### config.mk
export PLATFORM = sky130hd
export DESIGN_NAME = rr_mux_arbiter
export DESIGN_NICKNAME = d
export VERILOG_FILES = /design/src/rtl/rr_mux_arbiter.sv
export SDC_FILE = /design/constraint.sdc
export NUM_CORES = 1
export LEC_CHECK = 0
export ABC_AREA = 1
export BUFFER_PORTS_ARGS = -buffer_cell sky130_fd_sc_hd__buf_2
export CAP_MARGIN = 5
export CORE_MARGIN = 2
export CORE_UTILIZATION = 56
export CTS_BUF_LIST = sky130_fd_sc_hd__clkbuf_8 sky130_fd_sc_hd__clkbuf_16
export DETAILED_ROUTE_END_ITERATION = 12
export HOLD_SLACK_MARGIN = 0.05
export PLACE_DENSITY = 0.83
export RECOVER_POWER = 100
export SLEW_MARGIN = 20
export SYNTH_ARGS = -nofsm -noshare
export SYNTH_HDL_FRONTEND = slang
export SYNTH_SLANG_ARGS = --single-unit
### constraint.sdc
create_clock -name CLK -period 2.45 [get_ports CLK]
set_clock_uncertainty 0.15 [all_clocks]
set_input_delay 0.245 -clock CLK [delete_from_list [all_inputs] [get_ports CLK]]
set_output_delay 0.245 -clock CLK [all_outputs]
set_load 0.1 [all_outputs]
### src/rtl/rr_mux_arbiter.sv
// rtl/rr_mux_arbiter.sv - round-robin 2:1 select stage with single-entry output register
// Arbitrates requesters A/B onto one registered output and counts grants per side.
module rr_mux_arbiter #(
  parameter int WIDTH     = 1,
  parameter int CNT_WIDTH = 8
) (
  input  logic                 CLK,
  input  logic                 RST_N,
  input  logic                 A_VALID,
  input  logic [WIDTH-1:0]     A_DATA,
  output logic                 A_READY,
  input  logic                 B_VALID,
  input  logic [WIDTH-1:0]     B_DATA,
  output logic                 B_READY,
  output logic                 SEL,
  output logic                 OUT_VALID,
  output logic [WIDTH-1:0]     OUT_DATA,
  output logic [WIDTH-1:0]     OUT_BAR,
  input  logic                 OUT_READY,
  output logic [CNT_WIDTH-1:0] A_GRANTS,
  output logic [CNT_WIDTH-1:0] B_GRANTS
);

  typedef enum logic {EMPTY = 1'b0, FULL = 1'b1} state_t;

  state_t               state_q, state_d;
  logic                 sel_q, sel_d;
  logic                 pri_q, pri_d;
  logic [WIDTH-1:0]     data_q, data_d;
  logic [CNT_WIDTH-1:0] a_cnt_q, a_cnt_d;
  logic [CNT_WIDTH-1:0] b_cnt_q, b_cnt_d;

  logic can_load;
  logic grant_a;
  logic grant_b;
  logic xfer_a;
  logic xfer_b;

  assign can_load = (state_q == EMPTY) || OUT_READY;
  // pri_q = 0 favours A on contention, 1 favours B
  assign grant_a  = A_VALID && (!B_VALID || !pri_q);
  assign grant_b  = B_VALID && (!A_VALID ||  pri_q);
  assign xfer_a   = RST_N && can_load && grant_a;
  assign xfer_b   = RST_N && can_load && grant_b;

  assign A_READY   = xfer_a;
  assign B_READY   = xfer_b;
  assign OUT_VALID = (state_q == FULL);
  assign OUT_DATA  = data_q;
  assign OUT_BAR   = ~data_q;
  assign SEL       = sel_q;
  assign A_GRANTS  = a_cnt_q;
  assign B_GRANTS  = b_cnt_q;

  always_comb begin
    state_d = state_q;
    sel_d   = sel_q;
    pri_d   = pri_q;
    data_d  = data_q;
    a_cnt_d = a_cnt_q;
    b_cnt_d = b_cnt_q;
    if (xfer_a) begin
      state_d = FULL;
      data_d  = A_DATA;
      sel_d   = 1'b0;
      pri_d   = 1'b1;
      if (a_cnt_q != {CNT_WIDTH{1'b1}}) a_cnt_d = a_cnt_q + 1'b1;
    end else if (xfer_b) begin
      state_d = FULL;
      data_d  = B_DATA;
      sel_d   = 1'b1;
      pri_d   = 1'b0;
      if (b_cnt_q != {CNT_WIDTH{1'b1}}) b_cnt_d = b_cnt_q + 1'b1;
    end else if ((state_q == FULL) && OUT_READY) begin
      state_d = EMPTY;
    end
  end

  always_ff @(posedge CLK or negedge RST_N) begin
    if (!RST_N) begin
      state_q <= EMPTY;
      sel_q   <= 1'b0;
      pri_q   <= 1'b0;
      data_q  <= '0;
      a_cnt_q <= '0;
      b_cnt_q <= '0;
    end else begin
      state_q <= state_d;
      sel_q   <= sel_d;
      pri_q   <= pri_d;
      data_q  <= data_d;
      a_cnt_q <= a_cnt_d;
      b_cnt_q <= b_cnt_d;
    end
  end

endmodule
==> out/results.ini <==
[outcome]
status=completed

[timing]
timing_hold_violations_final=0
setup_tns_ns=0
max_freq_mhz=461
setup_viol=0
layout_worst_path_cycle_share_pct=88.5
relSlewSlack_pct=22.5
drv_slew=0
worst_pin_slew_ns=1.17
rsz0062_at_grt=no
final.min_clock_period_ns=2.17

[floorplanning]
rows=16
die_h_um=49.7
coreArea_sq_um=1960
ios=29
die_w_um=49.7
initial_core_util_pct=59.6
dieArea_sq_um=2470

[worst_hold_path]
hold_class=in2reg

[clock_tree]
numCtsBuffers=3
cts.reportedPaths.clkPinSlew_ns=0.07
insertion_delay_ns=0.26
clock-sinks=20
cts_setup_buffers=0
clk_path_buf_depth=2
root_buffer=clkbuf_8
htree_num_levels=1
post_cts_resize_count=0
hold_buffers=1
cts_tree=yes

[grt]
grt_use_total_pct=23.1
grt_pass1_wl_um=4400
grt_max_degree=22
gr-total-overflow=0
antenna_found_initial=0
grt_pass1_vias=1097

[worst_setup_path]
end_kind=output port
cp_cell_sequence=dlygate4sd3_1 -> clkbuf_1 -> nand2_1 -> nor2_4 -> clkbuf_2
cp_top_family=buffers and inverters
critical-path-max-stage-delay_ns=0.52
arrival_ns=1.77
slowest_stage=dlygate4sd3_1
setup.worst_path.start_class=primary input
worstPathRequired_ns=2.06
cp_max_fo=4
worstSetupPathType=in2out
crit_buf_inv=3

[synth]
ys_seq_area_share_pct=42.8
async_reset_ff_share_pct=100
post-synth-top-area-fraction_pct=42.8
ys_top_cells_by_area=dfrtp_1 43%, nand2_1 25%, inv_1 4.8%
yosys_warnings=0
netlist_instances=156
ys_ff_latch=20
synth_area_per_cell_sq_um=7.50
synth_area_sq_um=1170
synth-edff-count=0
synthFlopType=dfrtp_1
synth_cell_types=20
syn_nets=165
synth_top_area_cell=dfrtp_1

[power_and_ir_drop]
p_per_area_nw_per_um2=1260
power.total_uw=1710
ir_worst_vdd_mv=1.23
leakage_uw=0.000724

[final_layout]
area_growth_syn_to_layout_pct=15.8
final_util_pct=69.1
antennaDiodeCount=0
filler_cell_count=186
drive_above_1_share_pct=10.5
final_nets=200
multiInputGateArea_sq_um=569
seqCellArea_sq_um=500

[placement]
dp_hpwl_um=1940
gp_congestion=0.776
place.port_buffers=28

[routing]
vias=1096
first_pass_iters=4
postRouteAntennaNets=0
vias_per_cell=5.05
post_drt_wl_per_cell_um=11.7
drt_iter0_drc=17
drc_errors=0
totalWireLength_um=2550

[job]
maxCapViolations=0

==> stage by stage <==
step / setup WS (ns) / instances / hold slack [ns] / area (sq um)
after floorplan: 0.213 / 156 / -0.201 / 1170
after global placement: 0.865 / 212 / 0.147 / 1350
after detailed placement: 0.806 / 212 / 0.158 / 1350
after CTS: 0.388 / 217 / 0.154 / 1420
after global routing: 0.198 / 217 / 0.137 / 1360
final: 0.281 / 217 / 0.121 / 1360
==> state kept, by name, indices dropped and copies added (netlist names) <==
register,cells
SEL,1
A_GRANTS,8
B_GRANTS,8
OUT_VALID,1
pri_q,1
OUT_DATA,1
==> placed cells by master (no fill, tap or decap), types with 2 or more instances in the layout <==
master,instances
clkbuf_1,21
xnor2_1,6
clkbuf_8,4
nor2_1,7
clkbuf_2,2
dfrtp_1,20
nand3b_1,2
o21ai_0,6
nor2_4,3
inv_1,16
nand3_2,2
nand3_1,3
nand2_1,82
buf_2,5
ha_1,2
==> metal layers <==
layer / up-vias / track usage [%] / share of wire [%] / routed length, um
li1: 543 / - / - / -
met2: 23 / 42.4 / 53 / 1340
met4: 0 / 10.6 / 1.2 / 30
met1: 525 / 26.1 / 42 / 1060
met5: - / 0 / 0 / 0
met3: 5 / 3.33 / 4.3 / 109
==> synth_stat cells, types with 2 or more instances <==
library cell   n
dfrtp_1       20
ha_1           2
inv_1         15
nand2_1       79
nand2_4        3
nand3_1        3
nand3_2        2
nand3b_1       2
nor2_1         7
nor2_4         3
o21ai_0        6
xnor2_1        6
==> cell type report <==
class                           count  share of cell area [%]
Sequential cell                    20                    36.9
Tap cell                           27                    2.49
Timing Repair Buffer               30                    9.70
Multi-Input combinational cell    119                    42.0
Clock buffer                        4                    4.06
Inverter                           17                    4.80
==> kinds of logic after synthesis <==
| group | count (synthesis) | share of synthesized area [%] |
|---|---|---|
| compound gates | 9 | 4.28 |
| fa+ha+maj | 2 | 2.14 |
| buf+inv | 17 | 5.88 |
| xor+xnor | 6 | 4.49 |
| simple gates | 102 | 40.4 |
| flops | 20 | 42.8 |
==> where the power goes <==
group          internal [uW]  switching (uW)  total, uW
registers                412             106        517
clock network            143             108        251
logic                    134             804        938
==> path summary, 6_finish.rpt <==
path	depth (start not counted)	slack [ns]	to	startpoint
worst max-delay path	5	0.28	B_READY	RST_N
max in group asynchronous	3	1.51	A_GRANTS[7]	RST_N
worst min-delay path	4	0.12	OUT_VALID	OUT_READY
worst min register to register	2	0.36	SEL	SEL
worst max register to register	8	0.37	B_GRANTS[5]	B_GRANTS[0]
min in group asynchronous	3	0.43	B_GRANTS[7]	RST_N
==> worst register-to-register path: cells and delay by family (launching register included) <==
family / cells / cell delay [ns]
adder cells (fa/ha/maj): 1 / 0.22
flip-flops: 1 / 0.41
AND/OR/NAND/NOR: 6 / 0.83
buffers and inverters: 1 / 0.36
(Power assumes the default switching activity.)
